==> src/rtl/issue_ctrl_pkg.sv <==
// issue_ctrl_pkg: register-index width, x0 constant and FSM states shared by the issue controller
package issue_ctrl_pkg;
  localparam int REG_W = 5;
  localparam int NREGS = 1 << REG_W;
  localparam logic [REG_W-1:0] X0 = '0;
  localparam int FCNT_W = 3;
  typedef enum logic {RUN, FLUSH} state_t;
endpackage

==> src/rtl/issue_scoreboard.sv <==
// issue_scoreboard: pending-writer bit per register with write-through lookups
module issue_scoreboard
  import issue_ctrl_pkg::*;
(
  input  logic             clk,
  input  logic             reset,
  input  logic             set_en,
  input  logic [REG_W-1:0] set_sel,
  input  logic             clr_en,
  input  logic [REG_W-1:0] clr_sel,
  input  logic [REG_W-1:0] rs1_sel,
  input  logic [REG_W-1:0] rs2_sel,
  output logic             rs1_pend,
  output logic             rs2_pend
);
  logic [NREGS-1:0] pend, set_vec, clr_vec;
  always_comb begin
    set_vec = set_en ? (NREGS'(1) << set_sel) : '0;
    clr_vec = clr_en ? (NREGS'(1) << clr_sel) : '0;
  end
  // set applied after clear so a same-cycle issue wins; bit 0 is forced clear
  always_ff @(posedge clk)
    if (reset) pend <= '0;
    else pend <= ((pend & ~clr_vec) | set_vec) & ~NREGS'(1);
  assign rs1_pend = pend[rs1_sel] & ~clr_vec[rs1_sel];
  assign rs2_pend = pend[rs2_sel] & ~clr_vec[rs2_sel];
endmodule

==> src/rtl/issue_ctrl.sv <==
// issue_ctrl: RAW hazard stall, redirect squash sequencing and stall/flush counters between decode and execute
module issue_ctrl
  import issue_ctrl_pkg::*;
#(
  parameter int FLUSH_CYCLES = 2,
  parameter int CNT_W        = 32
) (
  input  logic             clk,
  input  logic             reset,
  input  logic             decode_valid,
  output logic             decode_retry,
  input  logic [REG_W-1:0] decode_rs1_sel,
  input  logic [REG_W-1:0] decode_rs2_sel,
  input  logic             decode_rs1_used,
  input  logic             decode_rs2_used,
  input  logic [REG_W-1:0] decode_rd_sel,
  input  logic             decode_rd_write,
  output logic             execute_valid,
  input  logic             execute_retry,
  input  logic             wb_valid,
  input  logic [REG_W-1:0] wb_rd_sel,
  input  logic             branch_target_enable,
  input  logic [63:0]      branch_target,
  output logic             fetch_redirect,
  output logic [63:0]      fetch_pc,
  output logic [CNT_W-1:0] stall_count,
  output logic [CNT_W-1:0] flush_count
);
  state_t state, state_nxt;
  logic [FCNT_W-1:0] cnt, cnt_nxt;
  logic run, hazard, drop, rs1_pend, rs2_pend;
  issue_scoreboard u_sb (
    .clk      (clk),
    .reset    (reset),
    .set_en   (execute_valid & decode_rd_write & (decode_rd_sel != X0)),
    .set_sel  (decode_rd_sel),
    .clr_en   (wb_valid),
    .clr_sel  (wb_rd_sel),
    .rs1_sel  (decode_rs1_sel),
    .rs2_sel  (decode_rs2_sel),
    .rs1_pend (rs1_pend),
    .rs2_pend (rs2_pend)
  );
  always_comb begin
    run = state == RUN;
    hazard = decode_valid & ((decode_rs1_used & (decode_rs1_sel != X0) & rs1_pend) |
                             (decode_rs2_used & (decode_rs2_sel != X0) & rs2_pend));
    execute_valid = decode_valid & ~hazard & ~execute_retry & ~branch_target_enable & run;
    decode_retry = decode_valid & run & ~branch_target_enable & (hazard | execute_retry);
    fetch_redirect = branch_target_enable;
    fetch_pc = branch_target_enable ? branch_target : '0;
    drop = decode_valid & (branch_target_enable | ~run);
    // a redirect seen while already flushing is ignored
    state_nxt = run ? ((branch_target_enable && FLUSH_CYCLES > 1) ? FLUSH : RUN)
                    : ((cnt == FCNT_W'(1)) ? RUN : FLUSH);
    cnt_nxt = run ? FCNT_W'(FLUSH_CYCLES - 1) : cnt - FCNT_W'(1);
  end
  always_ff @(posedge clk)
    if (reset) begin
      state <= RUN;
      cnt <= '0;
      stall_count <= '0;
      flush_count <= '0;
    end else begin
      state <= state_nxt;
      cnt <= cnt_nxt;
      stall_count <= stall_count + CNT_W'(decode_retry & hazard);
      flush_count <= flush_count + CNT_W'(drop);
    end
endmodule
==> config.mk <==
export PLATFORM = sky130hd
export DESIGN_NAME = issue_ctrl
export DESIGN_NICKNAME = d
export VERILOG_FILES = /design/src/rtl/issue_ctrl_pkg.sv /design/src/rtl/issue_scoreboard.sv /design/src/rtl/issue_ctrl.sv
export SDC_FILE = /design/constraint.sdc
export NUM_CORES = 1
export LEC_CHECK = 0
export CORE_MARGIN = 5
export CORE_UTILIZATION = 35
export DETAILED_ROUTE_END_ITERATION = 7
export GPL_ROUTABILITY_DRIVEN = 0
export PLACE_DENSITY = 0.78
export SYNTH_ARGS = -nofsm -noshare
export SYNTH_HDL_FRONTEND = slang
export SYNTH_SLANG_ARGS = --single-unit
==> constraint.sdc <==
create_clock -name clk -period 3.3 [get_ports clk]
set_input_delay 0.66 -clock clk [delete_from_list [all_inputs] [get_ports clk]]
set_output_delay 0.66 -clock clk [all_outputs]
set_load 0.05 [all_outputs]
==> flow_metrics.tcl, run 1 <==
set metrics [dict create \
    yosys.area.top_type "dfxtp_1" \
    crit_slowest_cell "o311ai_2" \
    drtPass1Iterations 5 \
    die_x_um 136 \
    finalHoldViolCount 0 \
    async_reset_ff_frac 0 \
    grt_pass1_wl_um 31000 \
    cts_hold_buf 0 \
    synth_commonest_cells "dfxtp_1 (99), and2_1 (68), nor2_1 (68)" \
    power.leakage_nw 3.50 \
    route.vias.total 6019 \
    drtIter0Drc 441 \
    status "finished clean" \
    worst_pin_slew_ns 0.695 \
    ant_nets 0 \
    finalMaxSlewViolations 0 \
    overflow 0 \
    max_cap_viol_count 0 \
    ys_ff_latch 99 \
    clk_pin_slew_ns 0.06 \
    hold_path_class "register to register" \
    p_per_area_nw_per_um2 318 \
    n_antenna_cell 0 \
    peakVddDrop_mv 0.279 \
    crit_type "input pin to primary output" \
    yosysMostFrequentCell "dfxtp_1" \
    place_area_um2 8940 \
    fin_ws_ns 0.0111 \
    drc 0 \
    final_area_um2 9500 \
    hpwl_um 15200 \
    cp.required_ns 2.64 \
    nets 1010 \
    clockRootBuffer "clkbuf_16" \
    yosysTopAreaCellShare 0.356 \
    cts_tree "done" \
    area_growth_syn_to_layout_pct 70.8 \
    synth_edf_count 0 \
    syn_area_per_cell_um2 8.42 \
    wl_per_cell_um 17.6 \
    insertion_delay_ns 0.35 \
    cts.path.max_buffers 2 \
    setup_viol 0 \
    yosys_most_used_dff "dfxtp_1" \
    fin_worst_skew_ns 0.0104 \
    yosys-top-cells-area "dfxtp_1 (36%), and2_1 (7.7%), nand3_1 (5.2%), xor2_1 (4.9%), mux4_2 (4.9%)" \
    period_share 0.997 \
    cts_made_buffers 9 \
    grt_pass1_vias 5877 \
    synth.distinct_cells 53 \
    numClockSinks 99 \
    synth_cells 660 \
    relSlewSlack 0.535 \
    row_count 46 \
    grtUsageTotal 0.211 \
    syn_area_um2 5560 \
    vias_per_cell 5.32 \
    critPathMaxStageDelay_ns 0.35 \
    worstPathArrival_ns 2.63 \
    initial_utilization 0.354 \
    dp_slack_ns -0.520 \
    grt_max_degree 66 \
    worst_setup_path_end_kind "primary output" \
    ios 224 \
    core-area_um2 15700 \
    portBuffers 223 \
    ys_warn_count 0 \
    htreeDepth 3 \
    worst_path_dominant_cell_family "compound AO/OA/AOI/OAI gates" \
    crit_chain "buf_2, bufbuf_16, xor2_4, o31ai_4, a21oi_2, o311ai_2, nand4_4, buf_12, o21ba_2, buf_8" \
    layout-drive-gt1-share 0.204 \
    yosysSeqAreaShare 0.356 \
    total_power_mw 3.02 \
    critPathLaunchType "input pin" \
    timing.fmax_ghz 0.304 \
    synthesis.nets 759 \
    period_needed_ns 3.29 \
    finalWirelength_um 19900 \
    antenna_found_initial 0 \
    die_y_um 136 \
    crit_buf_inv 4 \
    die_area_um2 18500 \
    critPathMaxFanout 4 \
]
## flip-flops by register name, indices dropped and copies added, names as in the netlist
name         cells
stall_count     32
flush_count     32
state            1
u_sb.pend       31
cnt              3
## power breakdown
part / switching [mW] / leakage, nW / internal [mW]
sequential: 0.00471 / 0.798 / 1.20
combinational: 0.378 / 2.55 / 0.362
clock: 0.483 / 0.148 / 0.597
## kinds of logic (layout without fill, tap and decap cells)
kind of cell | Yosys count | in the layout | share of synthesized area
xor+xnor | 57 | 57 | 0.0898
fa+ha+maj | 6 | 6 | 0.0135
simple gates | 327 | 327 | 0.312
mux | 24 | 24 | 0.0707
flops | 99 | 99 | 0.356
compound gates | 89 | 89 | 0.111
buf+inv | 58 | 314 | 0.0464
## metrics by stage
stage	TNS [ns]	utilization	std cells	hold slack [ns]
detailed placement	-12.07	0.569	1107	0.475
CTS	0	0.601	1131	0.485
global route	-0.0190	0.604	1132	0.535
global placement	-9.93	0.569	1107	0.462
finish	0	0.604	1132	0.487
floorplan	0	-	660	0.441
## per-layer routing
metal / wire length, um / track usage
met1: 7310 / 0.242
met4: 664 / 0.0806
met2: 10200 / 0.375
met3: 1740 / 0.0555
met5: 0 / 0
## what timing repair did
item                       4_1_cts  5_1_grt
resized for setup               37       23
cloned                           2        0
buffers inserted                 6        1
setup endpoints to repair       19       22
hold endpoints to repair         0        0
pin swaps                       12       13
## layout make-up
type / instances / area [um^2]
inverters: 18 / 67.6
well taps: 216 / 270
fillers: 1242 / 6220
flip-flops and latches: 99 / 1980
clock inverters: 6 / 70.1
repair buffers: 280 / 3400
clock buffers: 10 / 229
multi-input cells: 503 / 3480
## path summary, 6_finish.rpt
path	depth (start not counted)	endpoint	start	slack [ns]
setup reg to reg	16	stall_count[28]	u_sb.pend[8]	0.38
setup / recovery	10	decode_retry	decode_rs1_sel[0]	0.01
hold reg to reg	1	cnt[0]	cnt[0]	0.49
hold / removal	1	cnt[0]	cnt[0]	0.49
## placed cells by master (no fill, tap or decap), types with 5 or more instances in the layout
cell type	Yosys	layout
mux4_2	12	12
nor3_1	15	10
mux2i_1	10	10
o41ai_1	16	16
o21ai_0	27	27
xor2_1	31	30
buf_12	0	68
o211ai_1	9	9
a21oi_1	16	13
nor4_1	6	5
nand4_1	20	20
nor2b_1	9	8
dfxtp_1	99	99
nand2_1	42	41
clkdlybuf4s50_1	0	141
or3_1	12	12
nand3_1	58	57
buf_6	4	8
xnor2_1	26	26
clkbuf_16	0	9
and2_1	68	68
nor2_1	68	68
buf_4	1	45
dlygate4sd2_1	0	7
inv_1	17	17
and4_1	7	7
o311ai_0	7	7
(Power assumes the default switching activity.)
==> run 2, diff against run 1 <==
--- a/config.mk
+++ b/config.mk
@@ -5,11 +5,12 @@
 export SDC_FILE = /design/constraint.sdc
 export NUM_CORES = 1
 export LEC_CHECK = 0
+export CAP_MARGIN = 10
 export CORE_MARGIN = 5
-export CORE_UTILIZATION = 35
+export CORE_UTILIZATION = 25
 export DETAILED_ROUTE_END_ITERATION = 7
 export GPL_ROUTABILITY_DRIVEN = 0
-export PLACE_DENSITY = 0.78
+export PLACE_DENSITY = 0.61
 export SYNTH_ARGS = -nofsm -noshare
 export SYNTH_HDL_FRONTEND = slang
 export SYNTH_SLANG_ARGS = --single-unit
==> run 2 against run 1 <==
Compared with the run above: power shrank 0.23%; routed wire length is 2.6% higher; fmax about the same; largest cell class unchanged; cell area rose by 0.75%; critical endpoint unchanged; first-iteration DRC count decreased by 17%.
==> flow_metrics.tcl, run 2 (same netlist as run 1, synthesis figures left out) <==
set metrics [dict create \
    wl_per_cell_um 17.1 \
    ant_nets 0 \
    reg2reg_depth 14 \
    placed_cells 1168 \
    finalMaxSlewViolations 0 \
    overflow 0 \
    max_cap_viol_count 0 \
    grtUsageTotal 0.153 \
    drtPass1Iterations 5 \
    r2r-start "u_sb.pend[8]" \
    hold_path_depth 2 \
    die_x_um 159 \
    final_common_cell "clkdlybuf4s50_1" \
    insertion_delay_ns 0.36 \
    clk_pin_slew_ns 0.08 \
    largest_registers "flush_count x32, stall_count x32, u_sb.pend x31" \
    peakVddDrop_mv 0.248 \
    clockRootBuffer "clkbuf_16" \
    numClockSinks 99 \
    portBuffers 223 \
    ios 224 \
    hold_path_class "register to register" \
    cp.required_ns 2.64 \
    row_count 54 \
    core-area_um2 21900 \
    nets 1007 \
    nFillCells 2151 \
    final_cells 1193 \
    period_needed_ns 3.29 \
    regToRegSetupSlack_ns 0.40 \
    vias_per_cell 4.89 \
    critPathMaxFanout 3 \
    critPathLaunchType "input pin" \
    worst_setup_path_end_kind "primary output" \
    timing.fmax_ghz 0.304 \
    die_y_um 159 \
    hpwl_um 16000 \
    power.leakage_nw 3.52 \
    grt_pass1_wl_um 31900 \
    antenna_found_initial 0 \
    p_per_area_nw_per_um2 315 \
    route.vias.total 5838 \
    worstPathArrival_ns 2.63 \
    cts_made_buffers 9 \
    n_antenna_cell 0 \
    cts_tree "done" \
    grt_max_degree 66 \
    area_growth_syn_to_layout_pct 72.1 \
    period_share 0.997 \
    final_area_um2 9570 \
    initial_utilization 0.254 \
    holdCritStartpoint "cnt[2]" \
    worst_pin_slew_ns 0.705 \
    finalHoldViolCount 0 \
    htreeDepth 3 \
    status "finished clean" \
    final_cell_mix "clkdlybuf4s50_1 (141), dfxtp_1 (99), nor2_1 (68), and2_1 (68), buf_12 (67)" \
    finalWirelength_um 20400 \
    cts.path.max_buffers 2 \
    place_area_um2 8990 \
    drc 0 \
    relSlewSlack 0.530 \
    fin_worst_skew_ns 0.0150 \
    grt_pass1_vias 5826 \
    layout-drive-gt1-share 0.203 \
    whs_endpoint "state" \
    r2r_end "stall_count[15]" \
    crit_type "input pin to primary output" \
    drtIter0Drc 365 \
    die_area_um2 25300 \
    setup_viol 0 \
]
## run 2: repair_timing
item,in CTS,in global routing
pin swaps,7,15
endpoints found under the hold margin,0,0
setup endpoints to repair,23,25
gates cloned,1,0
resized for setup,28,29
hold buffers,0,0
buffers inserted,5,3
## run 2: worst max path at each step
stage / startpoint / endpoint / slack (ns) / cells after the start
after floorplan: decode_rs2_sel[1] / stall_count[14] / 0.05 / 15
after global placement: decode_rs2_sel[1] / stall_count[14] / -0.51 / 14
after detailed placement: decode_rs2_sel[1] / stall_count[18] / -0.60 / 15
after CTS: decode_rs2_sel[2] / stall_count[15] / -0.03 / 15
after global routing: decode_rs1_sel[1] / stall_count[30] / -0.03 / 16
final: wb_rd_sel[2] / decode_retry / 0.01 / 9
## run 2: layout make-up
class / instances / area, um^2 / share of cell area
Multi-Input combinational cell: 503 / 3520 / 0.368
Inverter: 18 / 67.6 / 0.00706
Tap cell: 280 / 350 / 0.0366
Clock inverter: 7 / 78.8 / 0.00824
Sequential cell: 99 / 1980 / 0.207
Clock buffer: 9 / 225 / 0.0235
Timing Repair Buffer: 277 / 3340 / 0.350
## run 2: layer usage
layer,vias to the layer above,global-route usage,part of all wire
li1,2848,-,-
met1,2698,0.177,0.39
met2,256,0.266,0.49
met3,36,0.0523,0.089
met4,0,0.0492,0.023
met5,-,0,0
## run 2: power by group
group / total, mW / internal (mW) / switching (mW)
Clock: 1.07 / 0.542 / 0.531
Sequential: 1.20 / 1.20 / 0.00485
Combinational: 0.739 / 0.357 / 0.383
Total: 3.02 / 2.10 / 0.919
## run 2: stage by stage
step	hold slack, ns	utilization	TNS (ns)	power [mW]	setup slack (ns)
3_5_place_dp	0.480	0.411	-13.27	1.94	-0.599
2_1_floorplan	0.441	-	0	1.56	0.0477
4_1_cts	0.490	0.432	-0.126	3.05	-0.0328
5_1_grt	0.497	0.437	-0.0626	3.14	-0.0289
6_report	0.487	0.437	0	3.02	0.0110
3_3_place_gp	0.456	0.411	-10.99	1.94	-0.511
## run 2: worst max-delay path, cell delays in order
cell and delay, ns:
dlygate4sd2_1 0.27, or2_1 0.31, o31ai_4 0.28, a21oi_2 0.07, o311ai_4 0.33, nand4_4 0.17, buf_12 0.18, o21ba_2 0.20
buf_8 0.15
